$ cat src/rtl/hazard_pkg.sv
// rtl/hazard_pkg.sv - shared encodings for the pipeline hazard controller
package hazard_pkg;

    typedef enum logic [1:0] {
        MD_IDLE = 2'd0,
        MD_BUSY = 2'd1,
        MD_DONE = 2'd2
    } md_state_t;

    localparam logic [1:0] FWD_RF = 2'b00;
    localparam logic [1:0] FWD_W  = 2'b01;
    localparam logic [1:0] FWD_M  = 2'b10;

endpackage

$ cat src/rtl/md_stall_fsm.sv
// rtl/md_stall_fsm.sv - holds the pipe while a multi-cycle mul/div occupies E
module md_stall_fsm
    import hazard_pkg::*;
#(
    parameter int MUL_LAT = 2,
    parameter int DIV_LAT = 32,
    parameter int CNT_W   = 6
) (
    input  logic clk,
    input  logic rst_n,
    input  logic mul_e,
    input  logic div_e,
    input  logic flush,
    output logic md_start,
    output logic md_stall,
    output logic md_busy
);

    localparam logic [CNT_W-1:0] MUL_CNT = CNT_W'(MUL_LAT - 1);
    localparam logic [CNT_W-1:0] DIV_CNT = CNT_W'(DIV_LAT - 1);
    localparam logic [CNT_W-1:0] CNT_ONE = CNT_W'(1);

    md_state_t        state, state_next;
    logic [CNT_W-1:0] cnt, cnt_next;

    always_ff @(posedge clk or negedge rst_n) begin
        if (!rst_n) begin
            state <= MD_IDLE;
            cnt   <= '0;
        end else begin
            state <= state_next;
            cnt   <= cnt_next;
        end
    end

    always_comb begin
        state_next = state;
        cnt_next   = cnt;
        md_start   = 1'b0;
        md_stall   = 1'b0;
        if (flush) begin
            // an excepting instruction in M aborts whatever the unit was doing
            state_next = MD_IDLE;
            cnt_next   = '0;
        end else begin
            case (state)
                MD_IDLE: begin
                    if (mul_e || div_e) begin
                        md_start = 1'b1;
                        md_stall = 1'b1;
                        if (div_e) begin
                            cnt_next   = DIV_CNT;
                            state_next = (DIV_LAT > 1) ? MD_BUSY : MD_DONE;
                        end else begin
                            cnt_next   = MUL_CNT;
                            state_next = (MUL_LAT > 1) ? MD_BUSY : MD_DONE;
                        end
                    end
                end
                MD_BUSY: begin
                    md_stall = 1'b1;
                    cnt_next = cnt - CNT_ONE;
                    if (cnt == CNT_ONE) begin
                        state_next = MD_DONE;
                    end
                end
                // the op in E still shows mul_e/div_e here, so it is ignored
                MD_DONE: state_next = MD_IDLE;
                default: state_next = MD_IDLE;
            endcase
        end
    end

    assign md_busy = (state != MD_IDLE);

endmodule

$ cat src/rtl/hazard_unit_mc.sv
// rtl/hazard_unit_mc.sv - forwarding, load/branch interlock and mul/div stall control
module hazard_unit_mc
    import hazard_pkg::*;
#(
    parameter int REG_AW  = 5,
    parameter int MUL_LAT = 2,
    parameter int DIV_LAT = 32,
    parameter int CNT_W   = 6
) (
    input  logic              clk,
    input  logic              rst_n,
    input  logic [REG_AW-1:0] rsD,
    input  logic [REG_AW-1:0] rtD,
    input  logic [REG_AW-1:0] rsE,
    input  logic [REG_AW-1:0] rtE,
    input  logic [REG_AW-1:0] writeregE,
    input  logic [REG_AW-1:0] writeregM,
    input  logic [REG_AW-1:0] writeregW,
    input  logic              regwriteE,
    input  logic              regwriteM,
    input  logic              regwriteW,
    input  logic              memtoregE,
    input  logic              memtoregM,
    input  logic              branchD,
    input  logic              mulE,
    input  logic              divE,
    input  logic              flush_excM,
    output logic              forwardaD,
    output logic              forwardbD,
    output logic [1:0]        forwardaE,
    output logic [1:0]        forwardbE,
    output logic              stallF,
    output logic              stallD,
    output logic              stallE,
    output logic              flushD,
    output logic              flushE,
    output logic              flushM,
    output logic              md_start,
    output logic              md_busy
);

    localparam logic [REG_AW-1:0] R0 = '0;

    logic md_start_raw, md_stall, md_busy_raw;
    logic lu_stall, br_stall, ld_stall;
    logic [1:0] fwd_a, fwd_b;

    md_stall_fsm #(
        .MUL_LAT (MUL_LAT),
        .DIV_LAT (DIV_LAT),
        .CNT_W   (CNT_W)
    ) u_md (
        .clk      (clk),
        .rst_n    (rst_n),
        .mul_e    (mulE),
        .div_e    (divE),
        .flush    (flush_excM),
        .md_start (md_start_raw),
        .md_stall (md_stall),
        .md_busy  (md_busy_raw)
    );

    always_comb begin
        fwd_a = FWD_RF;
        if (rsE != R0 && rsE == writeregM && regwriteM)      fwd_a = FWD_M;
        else if (rsE != R0 && rsE == writeregW && regwriteW) fwd_a = FWD_W;
        fwd_b = FWD_RF;
        if (rtE != R0 && rtE == writeregM && regwriteM)      fwd_b = FWD_M;
        else if (rtE != R0 && rtE == writeregW && regwriteW) fwd_b = FWD_W;
    end

    assign lu_stall = memtoregE && (rtE != R0) && (rtE == rsD || rtE == rtD);
    assign br_stall = branchD &&
        ((regwriteE && writeregE != R0 && (writeregE == rsD || writeregE == rtD)) ||
         (memtoregM && writeregM != R0 && (writeregM == rsD || writeregM == rtD)));
    assign ld_stall = lu_stall || br_stall;

    // every output is forced low while reset is held, combinational ones included
    always_comb begin
        forwardaD = rst_n && (rsD != R0) && (rsD == writeregM) && regwriteM;
        forwardbD = rst_n && (rtD != R0) && (rtD == writeregM) && regwriteM;
        forwardaE = rst_n ? fwd_a : FWD_RF;
        forwardbE = rst_n ? fwd_b : FWD_RF;
        stallF    = rst_n && !flush_excM && (md_stall || ld_stall);
        stallD    = rst_n && !flush_excM && (md_stall || ld_stall);
        stallE    = rst_n && !flush_excM && md_stall;
        flushD    = rst_n && flush_excM;
        // while mul/div holds E the load interlock must not bubble the E op away
        flushE    = rst_n && (flush_excM || (!md_stall && ld_stall));
        flushM    = rst_n && (flush_excM || md_stall);
        md_start  = rst_n && md_start_raw;
        md_busy   = rst_n && md_busy_raw;
    end

endmodule

$ cat config.mk
export PLATFORM = sky130hd
export DESIGN_NAME = hazard_unit_mc
export DESIGN_NICKNAME = d
export VERILOG_FILES = /design/src/rtl/hazard_pkg.sv /design/src/rtl/md_stall_fsm.sv /design/src/rtl/hazard_unit_mc.sv
export SDC_FILE = /design/constraint.sdc
export NUM_CORES = 1
export LEC_CHECK = 0
export BUFFER_PORTS_ARGS = -buffer_cell sky130_fd_sc_hd__buf_2
export CORE_MARGIN = 1.5
export CORE_UTILIZATION = 47
export CTS_BUF_LIST = sky130_fd_sc_hd__clkbuf_16
export CTS_CLUSTER_DIAMETER = 60
export DETAILED_ROUTE_END_ITERATION = 10
export GPL_ROUTABILITY_DRIVEN = 0
export PLACE_DENSITY_LB_ADDON = 0.3
export SETUP_SLACK_MARGIN = 0.5
export SYNTH_ARGS = -nofsm -noshare
export SYNTH_HDL_FRONTEND = slang
export SYNTH_HIERARCHICAL = 1
export SYNTH_SLANG_ARGS = --single-unit
$ cat constraint.sdc
create_clock -name clk -period 3.9 [get_ports clk]
set_clock_uncertainty 0.05 [all_clocks]
set_input_delay 1.17 -clock clk [delete_from_list [all_inputs] [get_ports clk]]
set_output_delay 1.17 -clock clk [all_outputs]
set_load 0.01 [all_outputs]
* Word level (Yosys, flattened, before mapping)
Index checks and enable logic that the tools add are counted.
Cells by class: mux-type cells 19, add/subtract/negate cells 1, eq/ne operators 16, reduce and logical (&&, ||, !) cells 52
Operators with widths (number):
- equality test 5 bit | 12
- logical AND 1 bit | 30
- nonzero test 5 bit | 6
- 2-to-1 mux 2 bit | 7
- 2-to-1 mux 6 bit | 2
- case mux 6 bit (2 select lines) | 1
- logical OR 1 bit | 9
- equality test 6 x 1 -> 1 bit, second input constant | 1
- 2-to-1 mux 1 bit | 6
- inequality test 3 x 2 -> 1 bit, second input constant | 2
- subtractor 6 x 1 -> 6 bit, second input constant | 1
- 2-to-1 mux 5 bit | 1
- case mux 2 bit (2 select lines) | 1
- AND reduction 2 bit | 2
- nonzero test 3 bit | 1
- equality test 2 x 1 -> 1 bit, second input constant | 1
- zero test 1 bit | 2
- zero test 2 bit | 1
- case mux 1 bit (2 select lines) | 1
- nonzero test 2 bit | 1
Word-level totals: output and inout port bits 14, input bits 46, register bits 8

* Logic depth before layout (Yosys ltp)
Gate-level depths: netlist (run 1).
depth after elaboration 9, gate-level depth with buffers 7, mapped depth without buffers 5

* Hierarchy
The synthesis (run 1) kept the hierarchy.
Modules (own cells, without submodules):
- hazard_unit_mc | instances 1, area each 830.8 um2, seq. area each 0.0 um2, cells each 115
- md_stall_fsm | instances 1, area each 467.9 um2, seq. area each 200.2 um2, cells each 49

* Worst setup path after synthesis (run 1)
OpenSTA, ideal clock, no wires.
path kind in2out, from input port rtE[4], to output port stallF, slack 153 ps, buffers on the path 2, stages on the path 7, data arrival time 2527 ps, required time 2680 ps, path through buf_2 > or4_4 > nor2_4 > nor2b_1 > a22oi_2 > a31oi_1 > buf_4
On the way: word-level cells in the longest chain between the ends 6
Ends and longest elaborated chain:
- start, declared | line hazard_unit_mc.sv:15 | input logic [REG_AW-1:0] rtE,
- equality test 5 bit or nonzero test 5 bit (tied branches) | line hazard_unit_mc.sv:72 | assign lu_stall = memtoregE && (rtE != R0) && (rtE == rsD || rtE == rtD);
- logical OR 1 bit or logical AND 1 bit (tied branches) | line hazard_unit_mc.sv:72
- logical AND 1 bit (*) | line hazard_unit_mc.sv:72
- logical OR 1 bit (*) | line hazard_unit_mc.sv:76 | assign ld_stall = lu_stall || br_stall;
- logical OR 1 bit (*)
- logical AND 1 bit (*)
- end, declared | line hazard_unit_mc.sv:32 | output logic stallF,
Mark *: on every way between the ends. The rest lies on a longest branch, timed or not.

* Worst setup path in the final report (run 1)
from input port rtE[1], to output port forwardbE[0]
On the way: word-level cells in the longest chain between the ends 6
Ends and longest elaborated chain:
- equality test 5 bit or nonzero test 5 bit (tied branches) | line hazard_unit_mc.sv:69, hazard_unit_mc.sv:68
- logical AND 1 bit (2 in a row) | line hazard_unit_mc.sv:69 | else if (rtE != R0 && rtE == writeregW && regwriteW) fwd_b = FWD_W;
- 2-to-1 mux 1 bit | line hazard_unit_mc.sv:69
- 2-to-1 mux 2 bit (*) | line hazard_unit_mc.sv:68 | if (rtE != R0 && rtE == writeregM && regwriteM) fwd_b = FWD_M;
- 2-to-1 mux 2 bit (*) | line hazard_unit_mc.sv:83 | forwardbE = rst_n ? fwd_b : FWD_RF;
- end, declared | line hazard_unit_mc.sv:31 | output logic [1:0] forwardbE,
Marked as above.

==> flow_summary.yaml, run 1 <==
critical_path:
  startpoint: "rtE[1]"
  crit_type: "in2out"
  cp_data_arrival_time_ns: 2.47
  rrSetupSlack_ns: 2.22
  cp-end-kind: "primary output"
  regToRegEndpoint: "u_md/cnt[4]"
  critPathRequiredTime_ns: 2.68
  r2r-start: "u_md/cnt[0]"
  path_max_fanout: 2
  worstSetupStartpointType: "input port"
  worst_r2r_path_depth: 5
routing:
  wl_per_cell_um: 15.9
  initialDrtViolationCount: 45
  drt-pass1-iter-count: 4
  viasPerCell: 5.89
  vias: 1484
  ant_nets: 0
  totalWireLength_um: 4000
  drc: 0
floorplanning:
  die_h_um: 55.6
  core_area_um2: 2540
  pin_count: 60
  dieWidth_um: 55.6
  start_util: 0.510
  die-area_um2: 3090
  std_cell_rows: 18
final_layout:
  nFillCells: 184
  antennaDiodeCount: 0
  layout.cells.non_filler: 252
  final_nets: 272
  area_growth_pct: 43.0
  drive_gt1_frac: 0.396
  post-route-util: 0.730
grt:
  grt_max_degree: 21
  grt-ovfl-total: 0
  grt_pass1_wl_um: 6510
  grt.total_usage: 0.265
  grt_antenna_before_repair: 0
  grt_pass1_vias: 1446
clocking:
  clock_sinks: 8
  htree_levels: 1
  cts_buffers: 3
  clockRootBuffer: "clkbuf_16"
  clkTransAtPathRegs_ns: 0.03
  clk_latency_ns: 0.23
  cts_buffer_depth: 2
  ctsHoldBuffers: 0
  cts_tree: "built"
min_path:
  holdCritStartpoint: "u_md/cnt[5]"
  hold_depth: 1
  hp-class: "reg2reg"
  holdPathEnd: "u_md/cnt[5]"
placement:
  dp.cells: 241
  dpl.hpwl_um: 2940
  numPortBuffers: 59
power_and_ir_drop:
  ir_drop_mv: 0.361
  p_per_area_nw_per_um2: 280
  p_leak_nw: 0.783
synthesis:
  synth_top_cell_by_area: "xnor2_1"
  synth_flop_cell: "dfrtp_1"
  syn_nets: 212
  syn_area_um2: 1300
  synth_warnings: 6
  synth_top_cell_area_share: 0.283
  avgSynthCellArea_um2: 7.92
  synth_edf_count: 0
  synthArstFlopShare: 1.00
  yosysMostFrequentCell: "xnor2_1"
  yosys-top-cells-area: "xnor2_1 (28%), dfrtp_1 (15%), xor2_1 (5.4%)"
  synth-seq-area-share: 0.154
  synth_cell_types: 43
  synth_cells: 164
  synth_seq_cells: 8
timing:
  hold_viol_final: 0
  fin_setup_tns_ns: 0
  finalCritPeriodShare: 0.946
  post-route-min-period_ns: 3.69
  rsz0062_at_grt: "true"
  slew_violations: 0
  tightest_slew_ns: 0.448
  setup_viol_count_final: 0
  relSlewSlack: 0.699
  max_freq_mhz: 271
run_status:
  outcome: "finished clean"
run:
  drv_cap: 0
## what timing repair did
item / CTS / global route
pin swaps: 10 / 5
gates resized for setup: 32 / 3
setup endpoints to repair: 9 / 9
buffers inserted: 7 / 1
## flip-flops by register name, indices dropped and copies added (netlist names)
| signal | count |
|---|---|
| u_md/cnt | 6 |
| u_md/state | 2 |
## layer usage
metal,share of wire,track usage
met4,0.029,0.115
met2,0.51,0.474
met5,0,0
met3,0.072,0.0468
met1,0.39,0.305
## critical path: stages
cell,delay (ns)
buf_8,0.09
or4_4,0.54
nor2_4,0.13
buf_4,0.14
nor4_2,0.05
nor4_2,0.17
buf_2,0.18
## worst max-delay path by stage
stage,end,slack (ns),depth (start not counted)
2_1_floorplan,stallF,0.19,7
3_3_place_gp,stallD,0.15,7
3_5_place_dp,stallD,0.12,7
4_1_cts,stallD,0.21,7
5_1_grt,forwardbE[0],0.18,7
6_report,forwardbE[0],0.21,7
## power by group
part | internal, W | total (W) | switching [W]
Combinational | 0.000112 | 0.000232 | 0.000119
Sequential | 0.000101 | 0.000120 | 0.0000188
Clock | 0.000132 | 0.000169 | 0.0000371
## kinds of logic (layout without fill, tap and decap cells)
kind of cell / Yosys count / in the layout / share of synthesized area
and+or+nand+nor: 59 / 59 / 0.270
AOI/OAI and AO/OA: 25 / 25 / 0.150
adders and majority gates: 2 / 2 / 0.0193
xor gates and xnor gates: 50 / 50 / 0.337
DFF: 8 / 8 / 0.154
buffers and inverters: 20 / 78 / 0.0694
## cell usage in the layout, fill, tap and decap left out, types with 3 or more instances in the layout
| cell type | n |
|---|---|
| xor2_1 | 8 |
| buf_2 | 49 |
| inv_1 | 8 |
| buf_6 | 4 |
| nor2_1 | 5 |
| nor4_2 | 3 |
| or3_1 | 3 |
| nand2_1 | 8 |
| and2_1 | 5 |
| dfrtp_1 | 8 |
| nand3_1 | 8 |
| clkbuf_16 | 3 |
| nand4_1 | 5 |
| nor3_1 | 5 |
| o22ai_1 | 4 |
| buf_8 | 5 |
| buf_4 | 9 |
| xnor2_1 | 40 |
## through the flow
step                      hold slack, ns  setup WS [ns]  instance area, µm²  power (W)
final                              0.433          0.212                1860   0.000520
after global routing               0.453          0.178                1860   0.000556
after CTS                          0.434          0.209                1830   0.000516
after detailed placement           0.429          0.120                1580   0.000327
after global placement             0.410          0.155                1580   0.000316
after floorplan                    0.393          0.188                1320   0.000261
## layout make-up
cell class                      instances  area, µm²  area share
Clock buffer                            3       75.1      0.0404
Inverter                                8       30.0      0.0162
Sequential cell                         8        200       0.108
Multi-Input combinational cell        136       1080       0.582
Tap cell                               30       37.5      0.0202
Timing Repair Buffer                   67        433       0.233
No activity file was read; power rests on OpenSTA's default activity.
==> run 2, diff against run 1 <==
--- a/config.mk
+++ b/config.mk
@@ -6,6 +6,7 @@
 export NUM_CORES = 1
 export LEC_CHECK = 0
 export BUFFER_PORTS_ARGS = -buffer_cell sky130_fd_sc_hd__buf_2
+export CORE_ASPECT_RATIO = 1.4
 export CORE_MARGIN = 1.5
 export CORE_UTILIZATION = 47
 export CTS_BUF_LIST = sky130_fd_sc_hd__clkbuf_16
==> run 2 against run 1 <==
  * Sequential share of layout area is 0.079 points lower
  * Combinational power about the same
  * Fmax grew 0.46%
  * Sequential cell count unchanged
  * Worst setup slack improved by 0.017 ns
  * Core utilization fell by 1.4 points
  * Count of clock-buffer cells in the layout unchanged
  * Worst hold slack lost 0.0047 ns
  * Non-clock buffer count shrank 1
  * Sequential power is essentially flat
==> flow_summary.yaml, run 2 (synthesized netlist as in run 1, its figures left out) <==
run_status:
  outcome: "finished clean"
power_and_ir_drop:
  p_per_area_nw_per_um2: 279
  p_leak_nw: 0.776
  ir_drop_mv: 0.193
placement:
  numPortBuffers: 59
  dpl.hpwl_um: 2890
final_layout:
  antennaDiodeCount: 0
  final_cell_mix: "buf_2 (47), xnor2_1 (42)"
  drive_gt1_frac: 0.394
  nFillCells: 210
  area_growth_pct: 44.0
  final_common_cell: "buf_2"
  largest_register_ff_count: 6
  multi_input_area_um2: 1070
  final_nets: 271
  final-seq-area_um2: 200
  regMostFlops: "u_md/cnt"
  reg_top3: "u_md/cnt: 6 flops, u_md/state: 2 flops"
floorplanning:
  core_area_um2: 2620
  std_cell_rows: 22
  die_h_um: 65.2
  start_util: 0.497
  dieWidth_um: 47.4
  die-area_um2: 3090
  pin_count: 60
critical_path:
  critPathRequiredTime_ns: 2.68
  path_max_fanout: 3
  crit_chain: "buf_8 -> or3_4 -> o311a_1 -> a22oi_2 -> a31oi_2 -> buf_2"
  worstSetupStartpointType: "input port"
  crit_type: "in2out"
  crit_slowest_cell: "or3_4"
  critPathMaxStageDelay_ns: 0.37
  cp_data_arrival_time_ns: 2.45
  cp-end-kind: "primary output"
routing:
  totalWireLength_um: 3910
  met2_length_um: 2180
  top_layer_used: "met4"
  drt-pass1-iter-count: 4
  dr_wl_met3_um: 124
  vias: 1445
  wl_per_cell_um: 15.2
  initialDrtViolationCount: 22
  ant_nets: 0
  viasPerCell: 5.62
  drc: 0
  wirelength_met1_um: 1450
grt:
  grt-ovfl-total: 0
  grt_pass1_vias: 1485
  grt_max_degree: 21
  grt_pass1_wl_um: 6250
  grt.total_usage: 0.274
  grt_antenna_before_repair: 0
clocking:
  clockRootBuffer: "clkbuf_16"
  cts_buffers: 3
  clock_sinks: 8
  clk_latency_ns: 0.23
  cts_tree: "built"
  htree_levels: 1
  clkTransAtPathRegs_ns: 0.04
  cts_buffer_depth: 2
timing:
  post-route-min-period_ns: 3.67
  relSlewSlack: 0.713
  whs_ns: 0.428
  hold_viol_final: 0
  max_freq_mhz: 272
  rsz0062_at_grt: "true"
  finalCritPeriodShare: 0.941
  tightest_slew_ns: 0.427
  setup_viol_count_final: 0
  fin_setup_tns_ns: 0
  slew_violations: 0
min_path:
  hp-class: "reg2reg"
run:
  drv_cap: 0
## run 2: area by class of cell
| class | instances | share of cell area |
|---|---|---|
| Tap cell | 36 | 0.0241 |
| Multi-Input combinational cell | 136 | 0.575 |
| Sequential cell | 8 | 0.107 |
| Clock buffer | 3 | 0.0401 |
| Inverter | 8 | 0.0161 |
| Timing Repair Buffer | 66 | 0.238 |
## run 2: path summary, 6_finish.rpt
path | slack (ns) | endpoint | cells after the start | from
worst max register to register | 2.22 | u_md/cnt[4] | 5 | u_md/cnt[1]
min in group asynchronous | 0.80 | u_md/cnt[1] | 1 | rst_n
max in group asynchronous | 2.73 | u_md/state[0] | 1 | rst_n
worst max-delay path | 0.23 | stallD | 6 | writeregE[2]
worst min-delay path | 0.43 | u_md/cnt[5] | 1 | u_md/cnt[5]
worst min register to register | 0.43 | u_md/cnt[5] | 1 | u_md/cnt[5]
## run 2: report_power, final
group	total [W]	internal [W]	switching (W)
clock network	0.000171	0.000132	0.0000390
logic	0.000231	0.000114	0.000118
registers	0.000120	0.000101	0.0000188
total	0.000522	0.000346	0.000175
## run 2: through the flow
stage / power (W) / instances / util / setup slack (ns) / area, µm²
after global routing: 0.000558 / 257 / 0.715 / 0.187 / 1870
final: 0.000522 / 257 / 0.715 / 0.228 / 1870
after floorplan: 0.000261 / 164 / - / 0.188 / 1320
after detailed placement: 0.000327 / 247 / 0.609 / 0.109 / 1590
after CTS: 0.000515 / 255 / 0.690 / 0.208 / 1810
after global placement: 0.000323 / 247 / 0.609 / 0.149 / 1590
## run 2: worst max-delay path, delay by kind of cell
kind | cells | cell delay, ns
AND/OR/NAND/NOR | 1 | 0.37
buffers and inverters | 2 | 0.26
AO/OA/AOI/OAI | 3 | 0.66
## run 2: metal layers
layer | GRT usage | up-vias
met2 | 0.507 | 50
met5 | 0 | -
li1 | - | 697
met3 | 0.0330 | 14
met4 | 0.139 | 0
met1 | 0.277 | 684
## run 2: what timing repair did
action                     in CTS  in global routing
hold buffers                    0                  0
setup endpoints to repair       9                 10
setup buffers                   5                  2
pin swaps                      11                 13
gates resized for setup        28                 13
